===== src/rtl/instr_prefetch_queue.sv =====
// Instruction prefetch queue: sequential req/ack fetches into a DEPTH-entry {pc, instr} FIFO feeding decode.
// Optional FETCH_BYPASS_EN forwards an ack straight to decode when the queue is empty.
module instr_prefetch_queue #(
    parameter int          DEPTH    = 4,
    parameter logic [31:0] RESET_PC = 32'h0000_0000
) (
    input  logic        clk,
    input  logic        rst,
    output logic        imem_req,
    output logic [31:0] imem_addr,
    input  logic        imem_ack,
    input  logic [31:0] imem_rdata,
    input  logic        redirect,
    input  logic [31:0] redirect_pc,
    output logic        out_valid,
    output logic [31:0] out_instr,
    output logic [31:0] out_pc,
    input  logic        out_ready
);
    localparam int            CW      = $clog2(DEPTH);
    localparam logic [CW:0]   FULL    = (CW+1)'(DEPTH);
    localparam logic [CW:0]   ONE     = (CW+1)'(1);
    localparam logic [CW-1:0] PTR_ONE = CW'(1);

    localparam logic [1:0] IDLE = 2'd0;
    localparam logic [1:0] REQ  = 2'd1;
    localparam logic [1:0] DROP = 2'd2;

    logic [1:0]    state_q, state_d;
    logic [31:0]   fetch_pc_q, fetch_pc_d;
    logic [31:0]   drop_addr_q, drop_addr_d;
    logic [CW:0]   count_q, count_d, count_next;
    logic [CW-1:0] rd_ptr_q, rd_ptr_d, wr_ptr_q, wr_ptr_d;
    logic [31:0]   pc_mem_q [DEPTH];
    logic [31:0]   pc_mem_d [DEPTH];
    logic [31:0]   instr_mem_q [DEPTH];
    logic [31:0]   instr_mem_d [DEPTH];

    logic [31:0] redir_pc;
    logic        fifo_valid, bypass, pop_fifo, push, flush;

    assign redir_pc   = redirect_pc & 32'hFFFF_FFFC;
    assign fifo_valid = (count_q != '0);

`ifdef FETCH_BYPASS_EN
    assign bypass = !fifo_valid && (state_q == REQ) && imem_ack && !redirect;
`else
    assign bypass = 1'b0;
`endif

    assign out_valid = fifo_valid || bypass;
    assign out_pc    = fifo_valid ? pc_mem_q[rd_ptr_q]    : (bypass ? fetch_pc_q : 32'h0);
    assign out_instr = fifo_valid ? instr_mem_q[rd_ptr_q] : (bypass ? imem_rdata : 32'h0);

    assign pop_fifo  = fifo_valid && out_ready;
    // A bypassed word taken by decode this cycle never enters the FIFO.
    assign push      = (state_q == REQ) && imem_ack && !redirect && !(bypass && out_ready);
    assign imem_req  = (state_q != IDLE);
    assign imem_addr = (state_q == DROP) ? drop_addr_q : fetch_pc_q;

    always_comb begin
        count_next = count_q;
        case ({push, pop_fifo})
            2'b10:   count_next = count_q + ONE;
            2'b01:   count_next = count_q - ONE;
            default: count_next = count_q;
        endcase
    end

    always_comb begin
        state_d     = state_q;
        fetch_pc_d  = fetch_pc_q;
        drop_addr_d = drop_addr_q;
        count_d     = count_next;
        rd_ptr_d    = pop_fifo ? rd_ptr_q + PTR_ONE : rd_ptr_q;
        wr_ptr_d    = push     ? wr_ptr_q + PTR_ONE : wr_ptr_q;
        flush       = 1'b0;
        case (state_q)
            IDLE: begin
                if (redirect) begin
                    fetch_pc_d = redir_pc;
                    flush      = 1'b1;
                    state_d    = REQ;
                end else if (count_q < FULL) begin
                    state_d = REQ;
                end
            end
            REQ: begin
                if (redirect) begin
                    fetch_pc_d  = redir_pc;
                    flush       = 1'b1;
                    drop_addr_d = fetch_pc_q;
                    state_d     = imem_ack ? REQ : DROP;
                end else if (imem_ack) begin
                    fetch_pc_d = fetch_pc_q + 32'd4;
                    state_d    = (count_next < FULL) ? REQ : IDLE;
                end
            end
            DROP: begin
                // Outstanding stale request: keep its address until the ack retires it.
                if (redirect) fetch_pc_d = redir_pc;
                if (imem_ack) state_d = REQ;
            end
            default: state_d = IDLE;
        endcase
        if (flush) begin
            count_d  = '0;
            rd_ptr_d = '0;
            wr_ptr_d = '0;
        end
    end

    always_comb begin
        pc_mem_d    = pc_mem_q;
        instr_mem_d = instr_mem_q;
        if (push) begin
            pc_mem_d[wr_ptr_q]    = fetch_pc_q;
            instr_mem_d[wr_ptr_q] = imem_rdata;
        end
    end

    // State advances on the falling clock edge.
    always_ff @(negedge clk) begin
        if (rst) begin
            state_q     <= IDLE;
            fetch_pc_q  <= RESET_PC;
            drop_addr_q <= RESET_PC;
            count_q     <= '0;
            rd_ptr_q    <= '0;
            wr_ptr_q    <= '0;
        end else begin
            state_q     <= state_d;
            fetch_pc_q  <= fetch_pc_d;
            drop_addr_q <= drop_addr_d;
            count_q     <= count_d;
            rd_ptr_q    <= rd_ptr_d;
            wr_ptr_q    <= wr_ptr_d;
        end
    end

    always_ff @(negedge clk) begin
        pc_mem_q    <= pc_mem_d;
        instr_mem_q <= instr_mem_d;
    end
endmodule


===== config.mk =====
export PLATFORM = sky130hd
export DESIGN_NAME = instr_prefetch_queue
export DESIGN_NICKNAME = d
export VERILOG_FILES = /design/src/rtl/instr_prefetch_queue.sv
export SDC_FILE = /design/constraint.sdc
export NUM_CORES = 1
export LEC_CHECK = 0
export ABC_AREA = 1
export ABC_CLOCK_PERIOD_IN_PS = 8600
export BUFFER_PORTS_ARGS = -buffer_cell sky130_fd_sc_hd__buf_2
export CORE_ASPECT_RATIO = 1.4
export CORE_MARGIN = 2
export CORE_UTILIZATION = 60
export CTS_BUF_LIST = sky130_fd_sc_hd__clkbuf_8
export CTS_CLUSTER_SIZE = 14
export DETAILED_ROUTE_END_ITERATION = 10
export PLACE_DENSITY_LB_ADDON = 0.1
export SYNTH_ARGS = -nofsm -noshare
export SYNTH_HDL_FRONTEND = slang
export SYNTH_SLANG_ARGS = --single-unit

===== constraint.sdc =====
create_clock -name clk -period 8.6 [get_ports clk]
set_input_delay 0.86 -clock clk [delete_from_list [all_inputs] [get_ports clk]]
set_output_delay 0.86 -clock clk [all_outputs]
set_load 0.005 [all_outputs]

==> impl_metrics.tcl, run 1 <==
set metrics [dict create \
    grt_pass1_vias 11960 \
    slew-limit-headroom_pct 40.14 \
    swShare_pct 29.66 \
    cap_violations 0 \
    holdBufCountCts 0 \
    crit_chain "inv_2, buf_4, o21ai_0, a21oi_1, buf_2" \
    clock_sink_count 317 \
    die_height_um 181.8 \
    status "finished clean" \
    cts-resized-gates 0 \
    critPathMaxStageDelay_ns 0.55 \
    num_rows 65 \
    synth_cells 1396 \
    drv_slew 0 \
    drive_gt1_share_pct 14.49 \
    path_class "register to primary output" \
    critical_path.top_delay_family "buffers and inverters" \
    netlist_area_um2 13540 \
    setup_violations 0 \
    worstHoldStart "drop_addr_q[3]" \
    io_pins 167 \
    postRouteAntennaNets 0 \
    reg2reg_from "count_q[2]" \
    combPwrFrac_pct 5.2 \
    final_util_pct 75.34 \
    path_buf_inv 3 \
    grt_use_total_pct 28.51 \
    cts_buffers 48 \
    rsz0062_at_grt "false" \
    via_per_inst 5.218 \
    core-area_um2 22370 \
    vias 11520 \
    yosys_warnings 0 \
    cts_setup_buffers 0 \
    hold_class "register to register" \
    initial_core_util_pct 60.55 \
    chipWidth_um 131.0 \
    cp-startpoint "rd_ptr_q[0]" \
    critPathRequiredTime_ns 7.74 \
    cp_data_arrival_time_ns 6.86 \
    htree_levels 2 \
    ys_ff_latch 317 \
    pwr-share-seq_pct 45.4 \
    overflow 0 \
    power_density_nw_per_um2 229.4 \
    dp_cells 1803 \
    worstPathMaxFanout 43 \
    clockPowerShare_pct 49.4 \
    slowest_stage "inv_2" \
    portBuffers 160 \
    switchingPower_mw 1.146 \
    globalplace.congestion 0.8764 \
    final_cells 2207 \
    areaGrowthSynthToFinish_pct 24.43 \
    drtPass1Iterations 5 \
    dp_hpwl_um 19260 \
    internal-power_mw 2.718 \
    clockRootBuffer "clkbuf_8" \
    clk_pin_slew_worst_paths_ns 0.05 \
    insertion_delay_ns 0.59 \
    seq_area_um2 8833 \
    clk_path_buf_depth 3 \
    ff2ff_path_depth 12 \
    antenna_found_initial 1 \
    cp.depth 5 \
    tightestPinTransition_ns 0.8950 \
    power_mw 3.865 \
    totalWireLength_um 34050 \
    fin_skew_ns 0.02146 \
    ir_drop_mv 0.1728 \
    cts_tree "done" \
    multi_input_area_um2 4182 \
    ys_types 30 \
    dieArea_um2 23800 \
    hold_depth 2 \
    nNetsFinal 1944 \
    post-route-drc-count 0 \
    yosysSeqAreaShare_pct 65.19 \
    p_leak_nw 7.542 \
    end_kind "primary output" \
    grt_pass1_wl_um 52960 \
    grt_max_degree 63 \
    drt-wirelength-per-cell_um 15.43 \
    nFillCells 1618 \
    drt_iter0_drc 513 \
    start_kind "register" \
    hold_viol 0 \
    synth_area_per_cell_um2 9.700 \
]
-- kinds of logic after synthesis --
family / synth area share, %
AO/OA/AOI/OAI: 12.08
AND/OR/NAND/NOR: 17.54
buffers and inverters: 4.333
XOR/XNOR: 0.1294
flip-flops: 65.19
other: 0.02769
adder cells (fa/ha/maj): 0.7022
-- Yosys cell counts --
master / count / share of area [%]
buf_4: 8 / 0.44
dfxtp_1: 69 / 10
a21oi_1: 125 / 4.6
nor3b_1: 2 / 0.11
clkinv_1: 1 / 0.028
fa_1: 1 / 0.15
o21a_1: 1 / 0.055
nor3_2: 1 / 0.074
o21ai_2: 1 / 0.065
nand3_1: 61 / 2.3
inv_1: 53 / 1.5
a31oi_1: 2 / 0.092
inv_2: 6 / 0.17
and2_1: 1 / 0.046
o21ai_0: 173 / 6.4
buf_1: 12 / 0.33
nor3_1: 4 / 0.15
edfxtp_1: 248 / 55
buf_2: 16 / 0.59
nor2_1: 331 / 9.2
clkbuf_1: 47 / 1.3
nor2_2: 3 / 0.14
xor2_1: 2 / 0.13
nor2_4: 1 / 0.083
conb_1: 1 / 0.028
a211oi_1: 2 / 0.11
o21ai_1: 20 / 0.74
ha_1: 6 / 0.55
nand2_1: 197 / 5.5
nand4_1: 1 / 0.046
-- placed cells by master (no fill, tap or decap), types with 2 or more instances in the layout --
master	count
inv_1	385
nor2_1	326
edfxtp_1	248
nand2_1	197
o21ai_0	173
buf_2	160
a21oi_1	125
dfxtp_1	67
nand3_1	61
clkbuf_8	49
buf_4	24
o21ai_1	20
clkinvlp_2	14
bufinv_16	7
inv_2	6
nor2_4	6
ha_1	6
nor3_1	4
conb_1	4
nor2_2	3
a211oi_1	2
nor3b_1	2
xor2_1	2
a31oi_1	2
buf_12	2
-- per-layer routing --
| metal | routed length [µm] | part of all wire, % | GRT usage [%] | vias to the layer above |
|---|---|---|---|---|
| li1 | - | - | - | 5696 |
| met1 | 12920 | 38 | 28.65 | 5394 |
| met2 | 18030 | 53 | 50.22 | 352 |
| met3 | 1981 | 5.8 | 8.957 | 74 |
| met4 | 1110 | 3.3 | 17.49 | 0 |
| met5 | 0 | 0 | 0 | - |
-- registers in the layout, summed over array words and instances, names as in the netlist --
signal,flops
drop_addr_q,30
wr_ptr_q,2
count_q,3
rd_ptr_q,2
fetch_pc_q,30
instr_mem_q,128
state_q,2
pc_mem_q,120
-- final timing paths --
kind | to | slack [ns]
hold reg to reg | drop_addr_q[3] | 0.45
setup / recovery | out_pc[31] | 0.88
setup reg to reg | state_q[0] | 5.63
hold / removal | drop_addr_q[3] | 0.45
-- power groups by stage --
| stage | Combinational (mW) | Sequential (mW) | Clock [mW] |
|---|---|---|---|
| finish | 0.202 | 1.75 | 1.91 |
| global route | 0.227 | 1.76 | 2.12 |
| CTS | 0.202 | 1.75 | 1.95 |
| detailed placement | 0.199 | 1.77 | 0.220 |
| global placement | 0.195 | 1.77 | 0.220 |
| floorplan | 0.125 | 1.76 | 0.220 |
-- cell type report --
class                   instances  area share (%)
flip-flops and latches        317           52.42
multi-input cells             939           24.82
clock inverters               355           9.133
repair buffers                186           6.059
clock buffers                  49           4.002
well taps                     301           2.235
inverters                      59           1.314
diodes                          1         0.01485
-- worst reg2reg max path, delay by kind of cell (launching register included) --
kind	cells	cell delay [ns]
buffers and inverters	2	0.44
adder cells (fa/ha/maj)	2	0.65
AND/OR/NAND/NOR	6	1.21
flip-flops	1	0.35
XOR/XNOR	1	0.16
AO/OA/AOI/OAI	1	0.06
-- per-stage QoR --
step	worst slack (ns)	instance area [µm²]	hold slack, ns	TNS, ns
6_report	0.8775	16850	0.4454	0
5_1_grt	0.6901	16850	0.4733	0
4_1_cts	0.8236	16850	0.4506	0
3_5_place_dp	1.300	14640	0.4459	0
3_3_place_gp	1.305	14640	0.4362	0
2_1_floorplan	-0.2599	13550	0.4244	-64.44
Power figures use the tool's default switching activity.
==> inputs of run 2 (changes only) <==
- MAX_ROUTING_LAYER: default -> met4
==> run 2 against run 1 <==
Sequential share of layout area stayed put. Combinational power is essentially flat. Sequential cell count did not move. Critical path depth is the same. Critical endpoint unchanged.
==> impl_metrics.tcl, run 2 (synthesized netlist as in run 1, its figures left out) <==
set metrics [dict create \
    grt_pass1_wl_um 52960 \
    antenna_found_initial 1 \
    largest_register "instr_mem_q" \
    status "finished clean" \
    areaGrowthSynthToFinish_pct 24.43 \
    reg.largest.list "instr_mem_q (128), pc_mem_q (120)" \
    fin_skew_ns 0.01983 \
    insertion_delay_ns 0.59 \
    power_density_nw_per_um2 229.5 \
    start_kind "register" \
    clockPowerShare_pct 49.4 \
    portBuffers 160 \
    drt_iter0_drc 546 \
    htree_levels 2 \
    multi_input_area_um2 4182 \
    final_common_cell "inv_1" \
    drtPass1Iterations 5 \
    combPwrFrac_pct 5.2 \
    worstPathMaxFanout 43 \
    post-place-ws_ns 1.300 \
    drv_slew 0 \
    ir_drop_mv 0.1730 \
    seq_area_um2 8833 \
    num_rows 65 \
    slew-limit-headroom_pct 40.19 \
    clockRootBuffer "clkbuf_8" \
    globalplace.congestion 0.8909 \
    cp_data_arrival_time_ns 6.87 \
    pwr-share-seq_pct 45.3 \
    io_pins 167 \
    tns_ns 0 \
    cts_setup_buffers 0 \
    grt_pass1_vias 11960 \
    chipWidth_um 131.0 \
    clock_sink_count 317 \
    place_area_um2 14640 \
    overflow 0 \
    path_class "register to primary output" \
    p_leak_nw 7.542 \
    end_kind "primary output" \
    cts-resized-gates 0 \
    dp_hpwl_um 19260 \
    drt-wirelength-per-cell_um 15.47 \
    postRouteAntennaNets 0 \
    cap_violations 0 \
    internal-power_mw 2.718 \
    cts_buffers 48 \
    ff2ff_path_depth 12 \
    clk_path_buf_depth 3 \
    cts_tree "done" \
    clk_pin_slew_worst_paths_ns 0.05 \
    fin_ws_ns 0.8682 \
    switchingPower_mw 1.149 \
    nNetsFinal 1944 \
    hold_depth 2 \
    dieArea_um2 23800 \
    rsz0062_at_grt "false" \
    holdBufCountCts 0 \
    nFillCells 1618 \
    critPathRequiredTime_ns 7.74 \
    die_height_um 181.8 \
    via_per_inst 5.242 \
    largest_reg_flops 128 \
    final_area_um2 16850 \
    hold_class "register to register" \
    layout_common_cells "inv_1 (385), nor2_1 (326), edfxtp_1 (248)" \
    post-route-drc-count 0 \
    rrSetupSlack_ns 5.64 \
    hold_viol 0 \
    core-area_um2 22370 \
    tightestPinTransition_ns 0.8943 \
    grt_use_total_pct 29.35 \
    totalWireLength_um 34140 \
    drive_gt1_share_pct 14.49 \
    swShare_pct 29.71 \
    initial_core_util_pct 60.55 \
    vias 11570 \
    setup_violations 0 \
    grt_max_degree 63 \
]
run 2: cell counts in the layout (fill, tap and decap cells not counted):
Identical to the previous run, type by type.
run 2: stage by stage:
stage	cells	power (mW)	utilization [%]	hold slack [ns]
final	2207	3.867	75.34	0.4462
after global routing	2207	4.104	75.34	0.4733
after CTS	2206	3.904	75.33	0.4506
after detailed placement	1803	2.191	65.45	0.4459
after global placement	1803	2.184	65.45	0.4362
after floorplan	1399	2.100	-	0.4244
run 2: cell type report:
cell class	count	area share (%)
antenna	1	0.01485
clock buffer	49	4.002
clock inverter	355	9.133
inverter	59	1.314
multi-input combinational	939	24.82
sequential	317	52.42
tap	301	2.235
timing repair buffer	186	6.059
run 2: final timing paths:
path                         end            from
setup / recovery      out_pc[31]     rd_ptr_q[0]
hold / removal    drop_addr_q[3]  drop_addr_q[3]
setup reg to reg      state_q[0]      count_q[2]
hold reg to reg   drop_addr_q[3]  drop_addr_q[3]
run 2: worst max-delay path, stage by stage (launching register included):
cell     delay (ns)
dfxtp_4        0.47
inv_2          0.55
buf_4          0.44
o21ai_0        0.14
a21oi_1        0.19
buf_2          0.17
run 2: metal layers:
layer / share of wire, % / vias up / wire [µm] / global-route usage, %
met5: 0 / - / 0 / -
met4: 3.3 / 0 / 1125 / 17.53
met3: 5.8 / 80 / 1973 / 8.810
met2: 53 / 369 / 18140 / 50.28
met1: 38 / 5424 / 12900 / 28.65
li1: - / 5696 / - / -
run 2: power groups by stage:
stage | clock network, mW | registers, mW | logic (mW)
2_1_floorplan | 0.220 | 1.76 | 0.125
3_3_place_gp | 0.220 | 1.77 | 0.195
3_5_place_dp | 0.220 | 1.77 | 0.199
4_1_cts | 1.95 | 1.75 | 0.202
5_1_grt | 2.12 | 1.76 | 0.227
6_report | 1.91 | 1.75 | 0.202
